<file path="src/rtl/ctrl_sequencer_if.sv">
// ctrl_sequencer_if
//   Control bundle between the instruction sequencer and its environment
//   (instruction source, register file, ALU, G register, external data).
//   Clock and reset are not part of the bundle.
//
//   PEIn     execute request (into the sequencer)
//   INSTR    instruction word (into the sequencer)
//   IRld     load pulse to the external instruction register
//   Extrn    external data drives the bus
//   ENW/WRA  register file write enable / address
//   ENR0/RDA0 read port 0 enable / address (Q0 drives the bus)
//   ENR1/RDA1 read port 1 enable / address (Q1 is ALU operand B)
//   Ain      latch bus into ALU A register
//   Gin      latch ALU result into G
//   Gout     G drives the bus
//   ALUcont  ALU operation select
//   Busy     sequencer is mid-instruction
//   Done     one-cycle instruction completion pulse
//
//   master: the sequencer.  slave: whoever drives requests and consumes controls.
interface ctrl_sequencer_if #(
    parameter int DATA_W = 10,
    parameter int OP_W   = 4
);
    logic              PEIn;
    logic [DATA_W-1:0] INSTR;
    logic              IRld;
    logic              Extrn;
    logic              ENW;
    logic [1:0]        WRA;
    logic              ENR0;
    logic [1:0]        RDA0;
    logic              ENR1;
    logic [1:0]        RDA1;
    logic              Ain;
    logic              Gin;
    logic              Gout;
    logic [OP_W-1:0]   ALUcont;
    logic              Busy;
    logic              Done;

    modport master (
        input  PEIn, INSTR,
        output IRld, Extrn, ENW, WRA, ENR0, RDA0, ENR1, RDA1,
               Ain, Gin, Gout, ALUcont, Busy, Done
    );

    modport slave (
        output PEIn, INSTR,
        input  IRld, Extrn, ENW, WRA, ENR0, RDA0, ENR1, RDA1,
               Ain, Gin, Gout, ALUcont, Busy, Done
    );
endinterface

</file>
<file path="src/rtl/ctrl_sequencer.sv">
// ctrl_sequencer
//   Multi-cycle control unit for the 10-bit datapath. Captures an instruction
//   on an execute request and walks a T1..T3 timing FSM, producing every
//   control input of the 4x10 register file, the ALU, the G register and the
//   external-data bus gate.
//
//   Ports:
//     CLKb  clock; all flops update on the falling edge (matches the regfile)
//     RSTb  asynchronous active-low reset
//     bus   ctrl_sequencer_if.master: PEIn/INSTR in, all controls out
//
//   Instruction fields: [9:8]=Rx, [7:6]=Ry, [5:4] reserved, [3:0]=opcode.
//   Only state and irq are stored; outputs decode combinationally.
module ctrl_sequencer #(
    parameter int DATA_W = 10,
    parameter int OP_W   = 4
) (
    input logic              CLKb,
    input logic              RSTb,
    ctrl_sequencer_if.master bus
);

    typedef enum logic [1:0] {
        IDLE = 2'd0,
        T1   = 2'd1,
        T2   = 2'd2,
        T3   = 2'd3
    } state_t;

    state_t            state;
    logic [DATA_W-1:0] irq;

    logic [1:0]      rx;
    logic [1:0]      ry;
    logic [OP_W-1:0] op;
    logic            is_load;
    logic            is_copy;
    logic            is_bin;
    logic            is_un;
    logic            unused_rsvd;

    assign rx          = irq[DATA_W-1 -: 2];
    assign ry          = irq[DATA_W-3 -: 2];
    assign op          = irq[OP_W-1:0];
    assign unused_rsvd = ^irq[DATA_W-5 -: 2];

    always_comb begin
        is_load = 1'b0;
        is_copy = 1'b0;
        is_bin  = 1'b0;
        is_un   = 1'b0;
        case (op)
            4'b0000: is_load = 1'b1;
            4'b0001: is_copy = 1'b1;
            4'b0010, 4'b0011, 4'b0110, 4'b0111, 4'b1000: is_bin = 1'b1;
            4'b0100, 4'b0101: is_un = 1'b1;
            default: ;
        endcase
    end

    always_ff @(negedge CLKb or negedge RSTb) begin
        if (!RSTb) begin
            state <= IDLE;
            irq   <= '0;
        end else begin
            case (state)
                IDLE: begin
                    if (bus.PEIn) begin
                        irq   <= bus.INSTR;
                        state <= T1;
                    end
                end
                T1:      state <= (is_bin || is_un) ? T2 : IDLE;
                T2:      state <= T3;
                T3:      state <= IDLE;
                default: state <= IDLE;
            endcase
        end
    end

    always_comb begin
        bus.IRld    = 1'b0;
        bus.Extrn   = 1'b0;
        bus.ENW     = 1'b0;
        bus.WRA     = '0;
        bus.ENR0    = 1'b0;
        bus.RDA0    = '0;
        bus.ENR1    = 1'b0;
        bus.RDA1    = '0;
        bus.Ain     = 1'b0;
        bus.Gin     = 1'b0;
        bus.Gout    = 1'b0;
        bus.ALUcont = '0;
        bus.Busy    = 1'b0;
        bus.Done    = 1'b0;
        case (state)
            // IRld is the only output reachable from inputs alone, so it is
            // gated by RSTb directly; everything else is already 0 in IDLE.
            IDLE: bus.IRld = bus.PEIn & RSTb;
            T1: begin
                bus.Busy = 1'b1;
                if (is_load) begin
                    bus.Extrn = 1'b1;
                    bus.ENW   = 1'b1;
                    bus.WRA   = rx;
                    bus.Done  = 1'b1;
                end else if (is_copy) begin
                    bus.ENR0 = 1'b1;
                    bus.RDA0 = ry;
                    bus.ENW  = 1'b1;
                    bus.WRA  = rx;
                    bus.Done = 1'b1;
                end else if (is_bin || is_un) begin
                    bus.ENR0 = 1'b1;
                    bus.RDA0 = rx;
                    bus.Ain  = 1'b1;
                end else begin
                    bus.Done = 1'b1;
                end
            end
            T2: begin
                bus.Busy    = 1'b1;
                bus.Gin     = 1'b1;
                bus.ALUcont = op;
                if (is_bin) begin
                    bus.ENR1 = 1'b1;
                    bus.RDA1 = ry;
                end
            end
            T3: begin
                bus.Busy = 1'b1;
                bus.Gout = 1'b1;
                bus.ENW  = 1'b1;
                bus.WRA  = rx;
                bus.Done = 1'b1;
            end
            default: ;
        endcase
    end

endmodule

</file>
<file path="src/flat_wrapper.sv">
// flat-port wrapper written by rule: the top's interface ports become plain ports
module ctrl_sequencer_flat 
#(
    parameter int DATA_W = 10,
    parameter int OP_W   = 4
)
  (CLKb, RSTb, bus_PEIn, bus_INSTR, bus_IRld, bus_Extrn, bus_ENW, bus_WRA, bus_ENR0, bus_RDA0, bus_ENR1, bus_RDA1, bus_Ain, bus_Gin, bus_Gout, bus_ALUcont, bus_Busy, bus_Done);
  ctrl_sequencer_if #(.DATA_W(DATA_W), .OP_W(OP_W)) bus_i ();
  input logic CLKb;
  input logic RSTb;
  input wire logic [$bits(bus_i.PEIn)-1:0] bus_PEIn;
  input wire logic [$bits(bus_i.INSTR)-1:0] bus_INSTR;
  output wire logic [$bits(bus_i.IRld)-1:0] bus_IRld;
  output wire logic [$bits(bus_i.Extrn)-1:0] bus_Extrn;
  output wire logic [$bits(bus_i.ENW)-1:0] bus_ENW;
  output wire logic [$bits(bus_i.WRA)-1:0] bus_WRA;
  output wire logic [$bits(bus_i.ENR0)-1:0] bus_ENR0;
  output wire logic [$bits(bus_i.RDA0)-1:0] bus_RDA0;
  output wire logic [$bits(bus_i.ENR1)-1:0] bus_ENR1;
  output wire logic [$bits(bus_i.RDA1)-1:0] bus_RDA1;
  output wire logic [$bits(bus_i.Ain)-1:0] bus_Ain;
  output wire logic [$bits(bus_i.Gin)-1:0] bus_Gin;
  output wire logic [$bits(bus_i.Gout)-1:0] bus_Gout;
  output wire logic [$bits(bus_i.ALUcont)-1:0] bus_ALUcont;
  output wire logic [$bits(bus_i.Busy)-1:0] bus_Busy;
  output wire logic [$bits(bus_i.Done)-1:0] bus_Done;
  assign bus_i.PEIn = bus_PEIn;
  assign bus_i.INSTR = bus_INSTR;
  assign bus_IRld = bus_i.IRld;
  assign bus_Extrn = bus_i.Extrn;
  assign bus_ENW = bus_i.ENW;
  assign bus_WRA = bus_i.WRA;
  assign bus_ENR0 = bus_i.ENR0;
  assign bus_RDA0 = bus_i.RDA0;
  assign bus_ENR1 = bus_i.ENR1;
  assign bus_RDA1 = bus_i.RDA1;
  assign bus_Ain = bus_i.Ain;
  assign bus_Gin = bus_i.Gin;
  assign bus_Gout = bus_i.Gout;
  assign bus_ALUcont = bus_i.ALUcont;
  assign bus_Busy = bus_i.Busy;
  assign bus_Done = bus_i.Done;
  ctrl_sequencer #(.DATA_W(DATA_W), .OP_W(OP_W)) u_core (.CLKb(CLKb), .RSTb(RSTb), .bus(bus_i));
endmodule
</file>
<file path="config.mk">
export PLATFORM = sky130hd
export DESIGN_NAME = ctrl_sequencer_flat
export DESIGN_NICKNAME = d
export VERILOG_FILES = /design/src/rtl/ctrl_sequencer_if.sv /design/src/rtl/ctrl_sequencer.sv /design/src/flat_wrapper.sv
export SDC_FILE = /design/constraint.sdc
export NUM_CORES = 1
export LEC_CHECK = 0
export ABC_AREA = 1
export BUFFER_PORTS_ARGS = -buffer_cell sky130_fd_sc_hd__buf_4
export CORE_MARGIN = 8
export CORE_UTILIZATION = 42
export CTS_CLUSTER_SIZE = 10
export DETAILED_ROUTE_END_ITERATION = 10
export PLACE_DENSITY = 0.76
export SLEW_MARGIN = 20
export SYNTH_ARGS = -nofsm -noshare
export SYNTH_HDL_FRONTEND = slang
export SYNTH_SLANG_ARGS = --single-unit
</file>
<file path="constraint.sdc">
create_clock -name CLKb -period 1.2 [get_ports CLKb]
set_input_delay 0.24 -clock CLKb [delete_from_list [all_inputs] [get_ports CLKb]]
set_output_delay 0.24 -clock CLKb [all_outputs]
set_load 0.01 [all_outputs]
</file>
==> out/summary.md, run 1 <==
The number of global-route vias before repair is 829. The post-route worst hold slack was 0.230 ns. By area the synthesized netlist is led by sky130_fd_sc_hd__dfrtn_1 41%, sky130_fd_sc_hd__nor2_1 14%, sky130_fd_sc_hd__a21oi_2 11%, sky130_fd_sc_hd__inv_1 9.7%, sky130_fd_sc_hd__nand2_1 9.1%.

On the worst path, the slowest cell contributes a delay of 0.42 ns. In the final layout, flip-flops and latches occupy 250 sq um. The worst setup path is launched from a register. In this run the worst hold path is classified as in2async.

TritonCTS built the clock tree. Detailed-route via count: 811. The logs give 617 sq um for the post-synth design cell area and -1.08 ns for the final worst slack.

For this run, design rule violations remaining after detail routing come to 0. Maximum vdd ir drop: 0.00152 V. In the final layout, the multi-input gates occupy 474 sq um. TritonCTS created 3 clock buffers. In the post-synthesis netlist, the cell with the most instances is sky130_fd_sc_hd__nor2_1. The routed design has 2610 microns of wire. The number of buffers inserted by port buffering is 30, and the share of synthesized area occupied by flip-flops and latches is 40.6%.

The fill cell instance count of the final layout was 64; the final-layout setup total negative slack was -19.70 ns. The checks that failed: setup timing. The family of cells with the greatest summed delay on the critical path was compound AO/OA/AOI/OAI gates. Most area-hungry cell type in the Yosys netlist: sky130_fd_sc_hd__dfrtn_1.

Number of standard cells in the final layout excluding fillers: 158. In this run the vertical extent of the chip is 54.3 microns. The width of the die was 54.3 microns; the number of flops mapped to enable cells by yosys was 0. The max capacitance violation total is 0.

For the pin with the worst max-slew slack, the measured transition is 0.240 ns. Traced cell by cell, the critical path runs through o21ai_0 > nand2_2 > o21ai_1 > buf_4. After the first detailed-routing iteration, the DRC count stood at 12. CTS placed an instance of sky130_fd_sc_hd__clkbuf_4 at the clock tree root. The total overflow left after global routing is 0. For this design the top-level I/O count stands at 33.

Yosys mapped the design onto 13 distinct sky130hd cell types. For this run, the leading register cell type out of synthesis is sky130_fd_sc_hd__dfrtn_1. No sink is reached through more buffers than the 2 on the longest clock path.

Counting tap cells, the placed design contains a total of 147 instances. Summing the areas of all and, or, nand and nor instances in the mapped netlist gives 31.6% of the synthesized area. The number of synthesized register bits was 10; the CTS sink count was 10.

In the final layout, the share of cells above drive strength 1 is 76.1%. Setup repair after global routing could not meet its margin everywhere. Layout overhead on the synthesized area: 108%. The master of the slowest instance on the critical path is sky130_fd_sc_hd__dfrtn_1. At the end of the flow, the number of nets in the layout was 156.

The highest net fanout along the worst path is 4, and the number of search-and-repair iterations in the first detailed-routing pass is 4. The clock transition at the registers of the reported paths is 0.05 ns, and the net count after synthesis is 99. Using the TritonRoute via totals, the vias-per-cell ratio works out to 5.13.

In the synthesized netlist the async set-or-reset flop fraction comes to 100%. Once the floorplan was initialized, standard cells occupied 42.9% of the core. Count of yosys warnings during synthesis: 0. The congestion estimate from routability-driven global placement came to 0.824. For the leakage power summed over all cells, the log shows 0.000658 uW. The endpoint arrival time on the critical path was 2.04 ns. The mean instance size in the synthesized netlist is 7.17 sq um, and the number of instances in the synthesized netlist is 86. For the total count of hold-check failures in the final report, the log shows 0.

The tightest slew margin relative to the limit came out at 83.8%. Entering global routing, the biggest net connects 9 pins. The share of the synthesized area in compound gates (AO/OA/AOI/OAI) was 15.6%. The detailed-route wire length per cell is 16.5 microns, and the share of Yosys cell area claimed by the top area cell type is 40.6%. Multiplexer cells account for 0% of the synthesized area. The run finished, with violations left.

Counting instances in the post-synthesis netlist gives the leading cell types as 23 x sky130_fd_sc_hd__nor2_1, 16 x sky130_fd_sc_hd__inv_1, 15 x sky130_fd_sc_hd__nand2_1. The tools report the required arrival time at the worst endpoint as 0.96 ns. The post-synthesis xor/xnor area fraction works out to 0%. The number of antenna diodes in the final layout is 0. Once detailed placement completed, the half-perimeter wirelength came to 1520 microns. In this run the number of cells on the critical path is 4. Across the routed clock network, the largest skew measured is 0.00419 ns. Adder and majority gate portion of the synthesized area: 0%. The number of buffers added to fix hold violations after cts came out at 0. The final-report max-slew violation count is 0, and the buffering stage count on the worst path with inverters included is 1. The initial antenna violation count came out at 0. The start-to-end type of the worst setup path was reg2out. The tools report the maximum level of the CTS H-tree as 1. The tools report the clock latency on the worst-skew pair as 0.28 ns. The tools report the number of nets still failing antenna checks after routing as 0.

The tools report the kind of end point of the critical path as an output port. Global routing consumed, over all layers together, 17.2% of the routing resources. The placement row count is 14, and the length in cells of the worst reg-to-reg path is 6. The floorplan step defined a die boundary enclosing 2950 sq um. By area, the combinational part of the netlist is dominated by simple AND/OR/NAND/NOR gates. The area of the core was 1440 sq um; the power density relative to cell area was 2390 nW/um^2. The global-route wire length before repair was 3610 microns. The tools report the final setup violation count as 28.
## cell type report
cell class / count / area share [%]
multi-input cells: 60 / 36.9
clock buffers: 4 / 2.82
repair buffers: 52 / 34.2
inverters: 16 / 5.06
flip-flops and latches: 10 / 19.5
well taps: 16 / 1.56
## state kept, by name (all words and copies together), names as in the netlist, named ones only
| register | cells |
|---|---|
| u_core.irq | 8 |
| u_core.state | 1 |
## placed cells by master (no fill, tap or decap)
cell / netlist / routed
sky130_fd_sc_hd__o21ai_2: 0 / 1
sky130_fd_sc_hd__nand2_2: 0 / 6
sky130_fd_sc_hd__o21ai_1: 0 / 1
sky130_fd_sc_hd__inv_4: 0 / 2
sky130_fd_sc_hd__clkbuf_4: 0 / 3
sky130_fd_sc_hd__nand2_1: 15 / 8
sky130_fd_sc_hd__dfrtn_1: 10 / 10
sky130_fd_sc_hd__buf_4: 0 / 39
sky130_fd_sc_hd__clkbuf_8: 0 / 1
sky130_fd_sc_hd__a31oi_4: 0 / 1
sky130_fd_sc_hd__nor2_4: 0 / 14
sky130_fd_sc_hd__nand3_1: 2 / 2
sky130_fd_sc_hd__nand4_1: 2 / 2
sky130_fd_sc_hd__a21oi_2: 8 / 9
sky130_fd_sc_hd__nor2_2: 3 / 8
sky130_fd_sc_hd__buf_6: 0 / 13
sky130_fd_sc_hd__nor2_1: 23 / 4
sky130_fd_sc_hd__nand2_4: 1 / 2
sky130_fd_sc_hd__inv_1: 16 / 6
sky130_fd_sc_hd__nand2_8: 0 / 1
sky130_fd_sc_hd__o21ai_0: 3 / 1
sky130_fd_sc_hd__inv_2: 0 / 8
## cell families after synthesis
logic type             after synthesis
AOI/OAI and AO/OA                   13
DFF                                 10
and+or+nand+nor                     46
buffers and inverters               17
## worst paths after layout
kind | to | from | slack, ns
worst min register to register | u_core.state[0]$_DFFE_NN0P_ | u_core.state[0]$_DFFE_NN0P_ | 0.61
worst min-delay path | u_core.irq[9]$_DFFE_NN0P_ | RSTb | 0.23
worst max-delay path | bus_Done | u_core.irq[2]$_DFFE_NN0P_ | -1.08
max in group asynchronous | u_core.irq[0]$_DFFE_NN0P_ | RSTb | 0.65
worst max register to register | u_core.irq[0]$_DFFE_NN0P_ | u_core.state[0]$_DFFE_NN0P_ | -0.08
min in group CLKb | u_core.state[0]$_DFFE_NN0P_ | u_core.state[0]$_DFFE_NN0P_ | 0.61
## worst reg2reg max path, delay by kind of cell (launching register included)
family	cells	cell delay, ns
DFF	1	0.41
buffers and inverters	2	0.31
AOI/OAI and AO/OA	1	0.04
and+or+nand+nor	3	0.38
## power breakdown
group	leakage, uW	internal (uW)	switching (uW)
combinational	0.000524	990	1090
sequential	0.000113	503	178
clock	0.0000210	185	127
total	0.000658	1680	1400
## routing by layer
layer / up-vias / global-route usage (%) / routed length, microns
met5: - / 0 / 0
met4: 0 / 9.84 / 111
met3: 11 / 4.35 / 194
met2: 37 / 31.1 / 1400
met1: 382 / 17.3 / 896
li1: 381 / - / -
## stage by stage
stage | instance area [sq um] | utilization (%) | setup WS, ns | total power, uW
3_3_place_gp | 1010 | 70.4 | -0.673 | 2080
5_1_grt | 1280 | 89.5 | -1.13 | 3260
6_report | 1280 | 89.5 | -1.08 | 3080
2_1_floorplan | 666 | - | -0.582 | 1410
4_1_cts | 1210 | 84.6 | -1.01 | 2800
3_5_place_dp | 1010 | 70.4 | -0.709 | 2120
## what timing repair did
action / CTS / global route
endpoints found under the setup margin: 26 / 28
gates cloned: 1 / 0
buffers inserted: 4 / 9
endpoints found under the hold margin: 0 / 0
pin swaps: 4 / 6
gates resized for setup: 38 / 21
Note: power is estimated with default switching activity, not from simulation.
==> inputs of run 2 (changes only) <==
==> constraint.sdc (replaced) <==
create_clock -name CLKb -period 1.2 [get_ports CLKb]
set_input_delay 0.12 -clock CLKb [delete_from_list [all_inputs] [get_ports CLKb]]
set_output_delay 0.12 -clock CLKb [all_outputs]
set_load 0.01 [all_outputs]
==> out/summary.md, run 2 (same netlist as run 1, synthesis figures left out) <==
The logs give 0 (unchanged) for the residual overflow from global routing and 1.08 ns (+0.12 ns) for the required arrival time at the worst endpoint. The tools report the number of buffers created by CTS as 3 (unchanged). The start-to-end type of the worst setup path was reg2out. The wire length after detailed routing is 2570 microns (-1.5%). The number of buffers inserted by port buffering is 30 (unchanged), and the fill cell instance count of the final layout is 71 (+11%). The tools report the number of nets still failing antenna checks after routing as 0 (unchanged). The tools report the buffer depth of the longest clock path as 2 (unchanged). The flow ran to the end, but the final reports show violations.

The detailed-route wire length per cell works out to 16.7 microns (+1.1%). The startpoint identified for the worst register-to-register timing path is u_core.state[0]$_DFFE_NN0P_. The length in cells of the worst reg-to-reg path came out at 6 (unchanged). For the worst clock skew, the log shows 0.000448 ns (-0.00374 ns). The library cells used most frequently in the layout, excluding fill and tap cells, are 32 x sky130_fd_sc_hd__buf_4, 16 x sky130_fd_sc_hd__buf_6, 12 x sky130_fd_sc_hd__nor2_4. Number of buffers added to fix hold violations after cts: 0 (unchanged). The vias per cell came out at 5.05 (-1.6%).

The pin count of the biggest net entering global routing is 12 (+3), and the count of inserted antenna diode cells is 0 (unchanged). The tools report the placement row count as 14 (unchanged). The largest registers in the layout are u_core.irq x8, u_core.state x1.

For the total count of hold-check failures in the final report, the log shows 0 (unchanged). The share of cells above drive strength 1 works out to 75.4% (-0.69 points). Setup repair after global routing could not meet its margin everywhere.

The flop-to-flop setup slack was -0.06 ns (+0.02 ns). The logs give 0.27 ns (about the same) for the clock latency on the worst-skew pair and 15.9% (-1.3 points) for the overall global routing resource usage. The tools report the post-route worst hold slack as 0.159 ns (-0.0714 ns). The buffer type at the clock tree root was sky130_fd_sc_hd__clkbuf_4. The slew at the pin closest to its max-slew limit is 0.295 ns (+0.0546 ns), and the number of global-route vias before repair is 749 (-9.7%). The run gives 0 (unchanged) as the initial antenna violation count.

The endpoint arrival time on the critical path is 2.06 ns (+0.02 ns), and the CTS sink count is 10 (unchanged). The die outline area is 2950 sq um (unchanged), and the remaining routing DRC violations is 0 (unchanged). The layout overhead on the synthesized area is 104%.

The logs give 3400 microns (-5.7%) for the global-route wire length before repair and 67.7% (about the same) for the combinational share of power. Ranked by flip-flop count, first place goes to u_core.irq. The logs give 80.3% (-3.5 points) for the tightest slew margin relative to the limit and 1350 uW (-3.4%) for the net switching power.

The effective utilization at floorplan was 42.9% (unchanged). Area of the core: 1440 sq um (unchanged). The critical path starts at u_core.irq[3]$_DFFE_NN0P_.

For the number of search-and-repair iterations in the first detailed-routing pass, the log shows 4 (unchanged). Final worst slack: -0.982 ns (+0.0978 ns). The post-layout net count is 152 (-2.6%). The category of the worst setup path launch point was a register. The power density relative to cell area came out at 2360 nW/um^2 (-1.3%).

The tools report the final setup violation count as 29 (+3.6%). The maximum level of the CTS H-tree was 1 (unchanged). In this run the critical register-to-register path is captured at u_core.irq[0]$_DFFE_NN0P_. The proportion of power drawn by flip-flops and latches is 22.1% (about the same). TritonCTS built the clock tree. The highest net fanout along the worst path is 4 (unchanged), and the number of flip-flops under the largest register name is 8 (unchanged). The tools report the detailed-route via count as 778 (-4.1%). The worst hold path belongs to the class in2async. The tools report the kind of end point of the critical path as an output port.

The maximum vdd ir drop was 0.00147 V (-3.1%). The fraction of power spent switching nets was 45.4% (-0.088 points); the max capacitance violation total was 0 (unchanged). The top-level I/O count was 33 (unchanged); the width of the die was 54.3 microns (unchanged). The part of the total power dissipated in the clock network came out at 10.2% (about the same).

The logs give 0.844 (+2.5%) for the routability congestion estimate and 1630 uW (-3.1%) for the total internal power. The clock transition at the registers of the reported paths is 0.05 ns (about the same), and the leakage power summed over all cells is 0.000627 uW (-4.6%). The final reports fail on setup timing. The commonest non-fill, non-tap cell in the layout is sky130_fd_sc_hd__buf_4.

The run gives 16 (+4) as the detailed router's first-iteration violation count. The run gives 0 (unchanged) as the final-report max-slew violation count. The final standard cell utilization of the core is 87.7% (-1.7 points), and the final HPWL from detailed placement is 1470 microns (-3.3%).

The die boundary height was 54.3 microns (unchanged).
-- run 2: cell count changes in the layout (fill, tap and decap cells not counted), moves of 2 or more --
cell and change:
sky130_fd_sc_hd__buf_4 -7, sky130_fd_sc_hd__nor2_4 -2, sky130_fd_sc_hd__nand2_4 -2, sky130_fd_sc_hd__buf_6 +3
-- run 2: area by class of cell --
class                           count  area, sq um  area share [%]
Timing Repair Buffer               48          420            33.4
Inverter                           16         62.6            4.97
Multi-Input combinational cell     60          470            37.3
Tap cell                           16         20.0            1.59
Clock buffer                        4         36.3            2.88
Sequential cell                    10          250            19.9
-- run 2: critical path: stages, from the launching register on --
cell and delay [ns]:
sky130_fd_sc_hd__dfrtn_1 0.48, sky130_fd_sc_hd__inv_2 0.07, sky130_fd_sc_hd__nor2_1 0.10, sky130_fd_sc_hd__nand2_1 0.11, sky130_fd_sc_hd__nand2_2 0.15, sky130_fd_sc_hd__nand2_2 0.10
sky130_fd_sc_hd__nand2_2 0.09, sky130_fd_sc_hd__buf_6 0.10
-- run 2: how the worst max path moves through the flow --
stage / endpoint / cells after the start
after floorplan: bus_ALUcont[0] / 4
after global placement: bus_RDA1[0] / 7
after detailed placement: bus_RDA1[1] / 7
after CTS: bus_RDA1[1] / 7
after global routing: bus_ENR0 / 7
final: bus_ENR0 / 7
-- run 2: power groups by stage --
stage	registers (uW)	logic, uW	clock network, uW
3_5_place_dp	614	1490	0
6_report	657	2020	304
4_1_cts	617	1800	308
5_1_grt	676	2160	338
3_3_place_gp	611	1450	0
2_1_floorplan	602	760	0
-- run 2: layer usage --
layer / routed length [microns] / part of all wire (%) / track usage (%)
met2: 1370 / 53 / 30.2
met1: 962 / 37 / 16.0
met4: 63 / 2.5 / 6.15
met3: 170 / 6.6 / 4.08
met5: 0 / 0 / 0
-- run 2: timing repair --
action	CTS	global route
gates cloned	1	0
resized for setup	36	22
setup buffers	2	2
pin swaps	5	9
endpoints found under the setup margin	28	28
hold endpoints to repair	0	0
-- run 2: stage by stage --
step / power, uW / std cells / area (sq um) / worst slack [ns] / setup TNS, ns
3_5_place_dp: 2100 / 148 / 1000 / -0.592 / -11.16
6_report: 2980 / 154 / 1260 / -0.982 / -17.69
4_1_cts: 2730 / 154 / 1190 / -0.876 / -16.31
3_3_place_gp: 2060 / 148 / 1000 / -0.544 / -10.66
5_1_grt: 3170 / 154 / 1260 / -1.03 / -19.27
2_1_floorplan: 1360 / 86 / 642 / -0.462 / -7.56
